--- config.mk ---
export PLATFORM = sky130hd
export DESIGN_NAME = mac_stream_feeder
export DESIGN_NICKNAME = d
export VERILOG_FILES = /design/src/rtl/mac_stream_feeder.sv
export SDC_FILE = /design/constraint.sdc
export NUM_CORES = 1
export LEC_CHECK = 0
export BUFFER_PORTS_ARGS = -buffer_cell sky130_fd_sc_hd__buf_2
export CORE_MARGIN = 3
export CORE_UTILIZATION = 45
export CTS_CLUSTER_SIZE = 20
export DETAILED_ROUTE_END_ITERATION = 8
export PLACE_DENSITY = 0.75
export SLEW_MARGIN = 20
export SYNTH_ARGS = -nofsm -noshare
export SYNTH_HDL_FRONTEND = slang
export SYNTH_SLANG_ARGS = --single-unit
--- constraint.sdc ---
create_clock -name clk_i -period 2.6 [get_ports clk_i]
set_clock_uncertainty 0.05 [all_clocks]
set_input_delay 0.26 -clock clk_i [delete_from_list [all_inputs] [get_ports clk_i]]
set_output_delay 0.26 -clock clk_i [all_outputs]
set_load 0.05 [all_outputs]
--- src/rtl/mac_stream_feeder.sv ---
// mac_stream_feeder
// Producer end of the MAC operand interface. Accepts a coefficient table and then a
// framed sample stream over valid/ready, and turns each accepted word into a
// single-cycle write strobe (with registered data) into the MAC coefficient or
// signal FIFO. It honours the FIFO full flags and latches the MAC mode for the run.
//
// Ports
//   clk_i, rstn_i                 clock, asynchronous active-low reset
//   start_i, abort_i, mode_i      run control; mode_i latched when a run starts
//   coeff_valid_i/ready_o/data_i  coefficient input channel
//   sample_valid_i/ready_o/data_i/last_i  framed sample input channel
//   coeff_full_i, signal_full_i   MAC FIFO full flags
//   coeff_wr_o, coeff_data_o      coefficient FIFO write strobe and data
//   signal_wr_o, signal_data_o    signal FIFO write strobe and data
//   mode_o, busy_o, done_o        latched mode, run active, frame-complete pulse
//   sample_cnt_o                  samples written in the current frame
module mac_stream_feeder #(
  parameter int unsigned DATA_WIDTH = 32,
  parameter int unsigned ADDR_LINES = 4,
  parameter int unsigned NUM_COEFF  = 4,
  parameter int unsigned CNT_WIDTH  = 16
) (
  input  logic                  clk_i,
  input  logic                  rstn_i,
  input  logic                  start_i,
  input  logic                  abort_i,
  input  logic                  mode_i,
  input  logic                  coeff_valid_i,
  output logic                  coeff_ready_o,
  input  logic [DATA_WIDTH-1:0] coeff_data_i,
  input  logic                  sample_valid_i,
  output logic                  sample_ready_o,
  input  logic [DATA_WIDTH-1:0] sample_data_i,
  input  logic                  sample_last_i,
  input  logic                  coeff_full_i,
  input  logic                  signal_full_i,
  output logic                  coeff_wr_o,
  output logic [DATA_WIDTH-1:0] coeff_data_o,
  output logic                  signal_wr_o,
  output logic [DATA_WIDTH-1:0] signal_data_o,
  output logic                  mode_o,
  output logic                  busy_o,
  output logic                  done_o,
  output logic [CNT_WIDTH-1:0]  sample_cnt_o
);

  // Coefficient index never exceeds the FIFO depth, so FIFO address width suffices.
  localparam int unsigned IDX_W = (ADDR_LINES > 0) ? ADDR_LINES : 1;
  localparam logic [IDX_W-1:0] LAST_IDX = IDX_W'(NUM_COEFF - 1);

  typedef enum logic [1:0] {
    IDLE   = 2'd0,
    LOAD   = 2'd1,
    STREAM = 2'd2,
    DONE   = 2'd3
  } state_t;

  state_t                state_q, state_d;
  logic [IDX_W-1:0]      idx_q, idx_d;
  logic [CNT_WIDTH-1:0]  cnt_d;
  logic                  mode_d;
  logic                  coeff_wr_d, signal_wr_d;
  logic [DATA_WIDTH-1:0] coeff_data_d, signal_data_d;
  logic                  coeff_hs, sample_hs;

  // The !wr term absorbs the one-cycle lag of the FIFO full flag.
  assign coeff_ready_o  = (state_q == LOAD)   & ~coeff_full_i  & ~coeff_wr_o;
  assign sample_ready_o = (state_q == STREAM) & ~signal_full_i & ~signal_wr_o;
  assign coeff_hs       = coeff_valid_i  & coeff_ready_o;
  assign sample_hs      = sample_valid_i & sample_ready_o;

  // Next-state and next-register values; abort overrides everything.
  always_comb begin
    state_d       = state_q;
    idx_d         = idx_q;
    cnt_d         = sample_cnt_o;
    mode_d        = mode_o;
    coeff_wr_d    = 1'b0;
    coeff_data_d  = coeff_data_o;
    signal_wr_d   = 1'b0;
    signal_data_d = signal_data_o;
    if (abort_i) begin
      state_d = IDLE;
    end else begin
      case (state_q)
        IDLE: begin
          if (start_i) begin
            mode_d  = mode_i;
            idx_d   = '0;
            cnt_d   = '0;
            state_d = LOAD;
          end
        end
        LOAD: begin
          if (coeff_hs) begin
            coeff_wr_d   = 1'b1;
            coeff_data_d = coeff_data_i;
            idx_d        = idx_q + IDX_W'(1);
            if (idx_q == LAST_IDX) state_d = STREAM;
          end
        end
        STREAM: begin
          if (sample_hs) begin
            signal_wr_d   = 1'b1;
            signal_data_d = sample_data_i;
            cnt_d         = sample_cnt_o + CNT_WIDTH'(1);
            if (sample_last_i) state_d = DONE;
          end
        end
        DONE:    state_d = IDLE;
        default: state_d = IDLE;
      endcase
    end
  end

  // State and output registers; done/busy are registered decodes of the next state.
  always_ff @(posedge clk_i or negedge rstn_i) begin
    if (!rstn_i) begin
      state_q       <= IDLE;
      idx_q         <= '0;
      sample_cnt_o  <= '0;
      mode_o        <= 1'b0;
      coeff_wr_o    <= 1'b0;
      coeff_data_o  <= '0;
      signal_wr_o   <= 1'b0;
      signal_data_o <= '0;
      busy_o        <= 1'b0;
      done_o        <= 1'b0;
    end else begin
      state_q       <= state_d;
      idx_q         <= idx_d;
      sample_cnt_o  <= cnt_d;
      mode_o        <= mode_d;
      coeff_wr_o    <= coeff_wr_d;
      coeff_data_o  <= coeff_data_d;
      signal_wr_o   <= signal_wr_d;
      signal_data_o <= signal_data_d;
      busy_o        <= (state_d != IDLE);
      done_o        <= (state_d == DONE);
    end
  end

endmodule

* After elaboration in Yosys (flattened, before gate mapping) *
Index checks and enable logic that the tools add are counted.
Widths: inputs -> output; s select.

storage, ports and cells
  register bits after elaboration = 91
  input bits = 74
  output and inout bits = 87
  logic and storage cells = 59

cells by class
  add/subtract/negate cells = 2
  equality and inequality tests = 8
  multiplexer cells = 19
  bitwise operators = 11
  reductions and logical operators = 9

operators with widths
  kind                   number
  $mux 16                2
  $pmux 16 s2            1
  $add 16x1->16 const B  1
  $mux 2                 6
  $reduce_and 3->1       3
  $mux 4                 2
  $pmux 2 s4             1
  $pmux 4 s2             1
  $reduce_and 4->1       2
  $and 1x1->1            6
  $eq 2x2->1 const B     3
  $mux 1                 6
  $ne 2x2->1 const B     3
  $reduce_bool 2->1      3
  $not 1->1              5
  $add 4x1->4 const B    1
  $eq 4x2->1 const B     1
  $eq 2x1->1 const B     1
  $logic_not 2->1        1

* Depth between registers and ports, before layout *
Gate-level depths: netlist (run 1).

  depth in word-level cells = 8
  depth in mapped cells = 7
  gate-level depth less buffers = 5

* Worst setup path after synthesis (run 1) *
OpenSTA, ideal clock, no wires.

  path kind = reg2out
  from = reg state_q[1]
  to = out coeff_ready_o
  arrival = 2259 ps
  setup slack = 31 ps
  stages on the path, launching flop included = 3
  buffers on the path = 1
  cells stage by stage = dfrtp_1 > clkbuf_1 > nor4b_1

on the way
  word-level cells in the longest chain between the ends = 3

RTL lines
  item                       RTL line  source
  start: declaration         58        state_t state_q, state_d;
  start signal: assignment   130       state_q <= state_d;
  $eq 2x1->1                 67        assign coeff_ready_o = (state_q == LOAD) & ~coeff_full_i & ~coeff_wr_o;
  $and 1x1->1 (2 in series)  67
  end: declaration           29        output logic coeff_ready_o,

No other way between the ends.

* Worst setup path after layout (run 1) *
  from = reg state_q[0]
  to = reg sample_cnt_o[5]

on the way
  word-level cells in the longest chain between the ends = 6
  elaborated cells on any way between the ends = 10
  those cells by class = eq/ne: 3; mux: 1; bitwise: 3; reduce/logical: 3

RTL lines
  item                        RTL line  source
  $eq 2x2->1                  68, 85
  $and 1x1->1 (2 in series)   68        assign sample_ready_o = (state_q == STREAM) & ~signal_full_i & ~signal_wr_o;
  $and 1x1->1                 70        assign sample_hs = sample_valid_i & sample_ready_o;
  $ne 2x2->1 (no line)        -
  $reduce_and 4->1 (no line)  -
  end signal: assignment      132       sample_cnt_o <= cnt_d;
  end: declaration            44        output logic [CNT_WIDTH-1:0] sample_cnt_o

Parallel ways exist; a longest one is shown, timed or not.
A chain may end at the register's enable or synchronous reset.

==> results of run 1 <==
logic make-up after synthesis:
kind of cell | count (synthesis) | share of synthesized area
AOI/OAI and AO/OA | 34 | 0.0567
and+or+nand+nor | 164 | 0.201
adders and majority gates | 2 | 0.00666
DFF | 91 | 0.606
buffers and inverters | 19 | 0.0223
muxes | 36 | 0.107
per-layer routing:
metal,GRT usage,part of all wire
met1,0.240,0.43
met4,0.0607,0.010
met3,0.0546,0.083
met2,0.299,0.47
met5,0,0
flip-flops by register name, summed over array words and instances (netlist names), 2 cells and up:
signal,flops
state_q,2
signal_data_o,32
sample_cnt_o,16
idx_q,4
coeff_data_o,32
cells in the final DEF (no fill, tap or decap), types with 4 or more instances in the layout:
master,netlist,final
sky130_fd_sc_hd__clkbuf_8,0,9
sky130_fd_sc_hd__buf_2,1,159
sky130_fd_sc_hd__nand3_1,8,8
sky130_fd_sc_hd__nand2b_1,5,5
sky130_fd_sc_hd__o31ai_1,4,4
sky130_fd_sc_hd__mux2i_1,4,4
sky130_fd_sc_hd__nand2_1,115,115
sky130_fd_sc_hd__or3_1,6,6
sky130_fd_sc_hd__nor2_1,5,5
sky130_fd_sc_hd__o21ai_0,11,11
sky130_fd_sc_hd__buf_4,3,5
sky130_fd_sc_hd__a21oi_1,10,10
sky130_fd_sc_hd__or4_1,6,6
sky130_fd_sc_hd__mux2_2,32,32
sky130_fd_sc_hd__dfrtp_1,91,91
sky130_fd_sc_hd__clkinvlp_4,0,4
worst max-delay path by stage:
| stage | start | to | cells past startpoint |
|---|---|---|---|
| 6_report | state_q[0] | sample_cnt_o[5] | 4 |
| 5_1_grt | sample_cnt_o[1] | sample_cnt_o[12] | 5 |
| 4_1_cts | state_q[0] | sample_cnt_o[5] | 4 |
| 3_5_place_dp | state_q[0] | sample_cnt_o[5] | 4 |
| 3_3_place_gp | state_q[0] | sample_cnt_o[9] | 4 |
| 2_1_floorplan | state_q[1] | coeff_ready_o | 2 |
synth_stat cells, drive strengths merged, types with 4 or more instances:
| library cell | n |
|---|---|
| a21oi | 10 |
| buf | 4 |
| clkbuf | 11 |
| dfrtp | 91 |
| mux2 | 32 |
| mux2i | 4 |
| nand2 | 115 |
| nand2b | 5 |
| nand3 | 8 |
| nor2 | 5 |
| o21ai | 11 |
| o31ai | 4 |
| or3 | 6 |
| or4 | 6 |
worst reg2reg max path: stages, from the launching register on:
cell and delay (ps):
sky130_fd_sc_hd__dfrtp_1 380, sky130_fd_sc_hd__or4b_4 540, sky130_fd_sc_hd__a2111o_1 590, sky130_fd_sc_hd__or4_1 550
sky130_fd_sc_hd__a21oi_1 150
final cells by class:
type / count / share of cell area
sequential: 91 / 0.463
multi-input combinational: 236 / 0.284
timing repair buffer: 167 / 0.180
clock buffer: 10 / 0.0260
tap: 102 / 0.0260
clock inverter: 6 / 0.0183
inverter: 4 / 0.00305
stage by stage:
stage	std cells	hold slack (ps)	total power, mW	util	worst slack, ps
finish	616	48.8	3.43	0.620	273
global route	616	44.5	3.59	0.620	157
CTS	616	26.8	3.47	0.620	264
detailed placement	599	212	2.43	0.591	288
global placement	599	204	2.41	0.591	334
floorplan	346	-85.6	2.17	-	31.0
power groups by stage:
stage,clock network (mW),registers (mW),logic [mW]
2_1_floorplan,0,2.05,0.128
3_3_place_gp,0,1.63,0.775
3_5_place_dp,0,1.64,0.792
4_1_cts,1.06,1.61,0.791
5_1_grt,1.12,1.63,0.838
6_report,1.04,1.61,0.783
==> results.txt, run 1 <==
- Starting Density: 0.474
* Synthesized instance count: 346
- For this block, the routed nets add up to 8690 microns of wire.
* Cell type with the highest aggregate area in the netlist: sky130_fd_sc_hd__dfrtp_1
- The run finished with clean final reports.
* Ratio of cells with drive above 1 in the final layout: 0.422
- After detailed routing, the number of remaining DRC violations is 0.
- Family of cells with the greatest summed delay on the critical path: simple AND/OR/NAND/NOR gates
- Area taken by flip-flops and latches: 2280 sq um
- Using the TritonRoute via totals, the vias-per-cell ratio works out to 5.11.
- Each instance of the synthesized netlist takes up on average 10.9 sq um.
- Slew at the pin with the worst max-slew slack: 914 ps
- Highest achievable clock rate: 430 MHz
- Slowest-stage cell, CP: sky130_fd_sc_hd__a2111o_1
- Worst-case clock buffer depth: 2
* Worst Hold Class: in2reg
- The number of gates resized after CTS was 0.
* Net total in the final layout: 585
* CP max FO: 12
* Standard cell area after detailed placement: 4690 sq um
* Core Region: 7930 sq um
- Reg-to-reg critical path startpoint: state_q[0]
- In the finished design, the share of the clock period the worst path needs comes to 0.895.
- Once detail routing completed, the nets flagged for antenna violations numbered 0.
- Max-slew headroom: 0.387
- Power share of the sequential group: 0.470
- Wire length of the first global-routing pass: 14700 microns
- Part of the Yosys area used for sequential elements: 0.606
- Entering global routing, the biggest net connects 54 pins.
- R2R cell count: 4
- Critical path endpoint category: flip-flop
- From left edge to right edge, the die measures 97.3 microns.
* H-Tree Level Count: 3
- After clock tree synthesis, the clock-pin slew on the worst setup and hold paths is 100 ps.
* Vert. Die Dim: 97.3 microns
* Total number of yosys warnings: 0
* Overall routing resource usage: 0.185
- Counting flops with a built-in enable in the synthesized netlist gives 0.
- Data arrives at the worst endpoint at 2550 ps.
- The initialized floorplan defines 32 standard-cell rows.
- Together, buffers and inverters on the worst path number 0.
- For flop-to-flop paths, the worst setup slack is 270 ps.
- Remaining Overflow, GRT: 0
- Count of maximum capacitance violations: 0
- Clock tree synthesis found a total of 91 sinks.
- First DRT Iteration DRCs: 95
- Combinational group share of total power: 0.228
- Post-synth cell types: 40
- Final instance area: 4910 sq um
- Port buffering added 160 buffers.
- The synthesized design contains 91 register bits.
* Slowest Stage Delay on Critical Path: 590 ps
- FFs w/ async S/R, synth: 1.00
- Overall via count from detail_route: 3148
* Half-perimeter wire length after detailed placement: 6450 microns
* Detailed-router iteration count before antenna repair: 6
- Via count of the first global-routing pass: 3202
- Summed over all failing endpoints, the final setup total negative slack is 0 ps.
- CTS tree: done
- In the final routed layout, each cell accounts on average for 14.1 microns.
- Clock tree synthesis selected as its root buffer the cell sky130_fd_sc_hd__clkbuf_8.
- Data on the critical path is required at its endpoint by 2820 ps.
- Source-to-sink clock delay at the later pin of the worst-skew pair: 340 ps
* Layout area overhead: 30.9%
* Final Slew Violations: 0
- Of the total power, the clock network draws 0.302.
- Antenna cells: 0
- Portion of synthesized cell area occupied by the leading cell type: 0.606
- R2r endpoint: sample_cnt_o[5]
- TritonCTS Buffers: 9
- Number of fillers in the final layout: 674
- Hold wc startpoint: coeff_data_i[8]
* Multi-input gate area: 1390 sq um
* Internal Dissipation: 2.27 mW
* Flip-flop cell with the highest count after synthesis: sky130_fd_sc_hd__dfrtp_1
- Number of endpoints failing setup at the final stage: 0
* List of cells traversed by the critical path: or4b_4, a2111o_1, or4_1, a21oi_1
* Setup repair after global routing missed its margin: no
- Of the total power, the share spent switching nets is 0.340.
- The initial antenna violation count is 0.
* Classification of the worst setup path: reg2reg
- Leak Pwr: 2.76 nW
- After layout, the minimum clock period comes to 2330 ps.
- Dividing total power by cell area gives a power density of 698 nW/um^2.
- Pin placement for this block handled 161 I/O pins.
- Max VDD drop: 0.000433 V
- Fin. Hold Viols: 0
* Net switching component of the power: 1.17 mW
* # hold bufs at CTS: 1
* Full die area: 9480 sq um
* Setup fix buffers added after clock tree synthesis: 0
* GP Congestion: 0.830
* Post-synthesis net count: 422
- Startpoint type of the worst setup path: flip-flop
- Worst Hold Path Cells: 3
- Top post-synthesis cells by area: sky130_fd_sc_hd__dfrtp_1, sky130_fd_sc_hd__nand2_1, sky130_fd_sc_hd__mux2_2
- Mapped Area: 3750 sq um
- For hold timing, the worst endpoint is coeff_data_o[8].
(Power assumes the default switching activity.)
==> run 2, diff against run 1 <==
- SLEW_MARGIN: 20 -> unset
- clock period: 2.6 -> 2.95 ns (I/O delays scaled with it)
==> results.txt, run 2 (synthesis gave the netlist of run 1 again) <==
- H-Tree Level Count: 3
- In this run the power density over the cells is 641 nW/um^2.
- The clock passes through at most 2 buffers.
- Final instance area: 4930 sq um
- Classification of the worst setup path: reg2reg
- After detailed routing, the average wire length per cell comes to 14.0 microns.
* Max-slew headroom: 0.402
- The total overflow left after global routing is 0.
* Core Rows: 32
* Leak Pwr: 2.78 nW
- The worst register-to-register path ends at sample_cnt_o[9].
- Across all setup checks in the final design, the least slack found is 457 ps.
- Final Slew Violations: 0
- The die covers 9480 sq um.
- Reg-to-reg critical path startpoint: state_q[0]
- The largest registers in the layout are coeff_data_o x32, signal_data_o x32, sample_cnt_o x16.
- Count of input and output buffers: 160
- Standard cell area after detailed placement: 4660 sq um
* Die W: 97.3 microns
- Critical path arrival: 2700 ps
* Core Region: 7930 sq um
* Starting Density: 0.474
- Final routed DRC violation total: 0
- Slew at the pin with the worst max-slew slack: 892 ps
* Cell at the root of the clock tree: sky130_fd_sc_hd__clkbuf_8
- Overall via count from detail_route: 3075
- Highest achievable clock rate: 401 MHz
* Number of vias per cell: 5.02
- Once placement completed, the tool counted placed cells totaling 596.
- Critical path endpoint category: flip-flop
- The worst setup path is launched from a flip-flop.
- The min-delay analysis places its worst path in the category in2reg.
- Layout area overhead: 31.3%
- In this run the remaining antenna-violating nets after routing total 0.
* Part of the cycle the worst path needs: 0.845
- The count of cells in the finished layout, fillers not included, comes to 613.
- Worst min-delay path endpoint: coeff_data_o[16]
* Summed negative setup slack over all endpoints: 0 ps
- Worst reg-to-reg setup slack: 460 ps
* Number of endpoints failing setup at the final stage: 0
- Setup repair after global routing missed its margin: no
- Leading cell type in the layout, fill and taps excluded: sky130_fd_sc_hd__buf_2
- Across every metal layer, demand over resource in global routing totals 0.187.
- R2R cell count: 4
* Half-perimeter wire length after detailed placement: 6320 microns
- Fin. Hold Viols: 0
* Worst Hold Path Cells: 3
* First DRT Iteration DRCs: 100
- GP Congestion: 0.787
- Number of clock sinks: 91
- TritonCTS Buffers: 9
* Vert. Die Dim: 97.3 microns
- Clk pin slew, worst setup/hold paths: 90 ps
- Count of maximum capacitance violations: 0
- The startpoint identified for the worst hold timing path is coeff_data_i[16].
* Ports placed on the boundary: 161
* Final worst path period need: 2490 ps
* CP max FO: 12
* CTS tree: done
- Antenna cells: 0
- Overall power consumption after layout is estimated at 3.16 mW.
* Via count of the first global-routing pass: 3109
- The first TritonRoute pass finished after 4 iterations.
* Ratio of cells with drive above 1 in the final layout: 0.417
* Pre-CTS WS: 487 ps
- Max VDD drop: 0.000400 V
- The later pin in the worst-skew pair is clocked with a latency of 330 ps.
* Result of the run: complete, no violations
* Largest net degree at the start of global routing: 49
- In the layout the commonest cells are sky130_fd_sc_hd__buf_2, sky130_fd_sc_hd__nand2_1, sky130_fd_sc_hd__dfrtp_1.
- The first global-routing pass estimated 14600 microns of wire.
* Net total in the final layout: 582
- The routed design has 8560 microns of wire.
- Number of antenna violations at the first check in global routing: 0
- Number of fillers in the final layout: 668
* CP required: 3160 ps
-- run 2: cell types whose count changed in the layout (fill, tap and decap cells not counted), sizes merged --
cell      delta
clkbuf       +1
bufinv       +2
clkinv       +1
buf          -3
clkinvlp     -4
-- run 2: layout make-up --
cell class / instances / area, sq um / area share
Clock buffer: 11 / 131 / 0.0266
Clock inverter: 5 / 125 / 0.0254
Inverter: 4 / 15.0 / 0.00304
Multi-Input combinational cell: 236 / 1390 / 0.283
Sequential cell: 91 / 2280 / 0.462
Tap cell: 102 / 128 / 0.0259
Timing Repair Buffer: 164 / 861 / 0.175
-- run 2: worst max path at each step --
stage	startpoint	endpoint	slack, ps	cells after the start
2_1_floorplan	state_q[1]	coeff_ready_o	350	2
3_3_place_gp	state_q[0]	sample_cnt_o[9]	530	4
3_5_place_dp	state_q[0]	sample_cnt_o[9]	490	4
4_1_cts	state_q[0]	sample_cnt_o[9]	460	4
5_1_grt	state_q[0]	sample_cnt_o[9]	360	4
6_report	state_q[0]	sample_cnt_o[9]	460	4
-- run 2: what timing repair did --
item	in CTS	in global routing
resized for setup	0	0
buffers inserted	0	0
hold buffers	1	0
endpoints found under the hold margin	43	0
-- run 2: per-stage QoR --
step | util | hold WS [ps]
6_report | 0.622 | 88.2
5_1_grt | 0.622 | 66.7
4_1_cts | 0.622 | 61.2
3_5_place_dp | 0.588 | 276
3_3_place_gp | 0.588 | 267
2_1_floorplan | - | -50.6
-- run 2: power breakdown --
part | switching [mW] | total (mW) | internal, mW
clock | 0.403 | 1.05 | 0.648
combinational | 0.523 | 0.683 | 0.160
sequential | 0.0673 | 1.42 | 1.36
total | 0.993 | 3.16 | 2.17
-- run 2: layer usage --
metal	part of all wire	wire, microns	vias to the layer above	track usage
li1	-	-	1495	-
met2	0.47	4030	121	0.300
met5	0	0	-	0
met3	0.090	770	9	0.0632
met1	0.43	3660	1450	0.238
met4	0.011	94	0	0.0607
-- run 2: worst max-delay path, cell delays in order (launching register included) --
cell and delay [ps]:
sky130_fd_sc_hd__dfrtp_1 500, sky130_fd_sc_hd__or4b_4 590, sky130_fd_sc_hd__a2111o_1 580, sky130_fd_sc_hd__or4_1 540
sky130_fd_sc_hd__a21oi_1 160
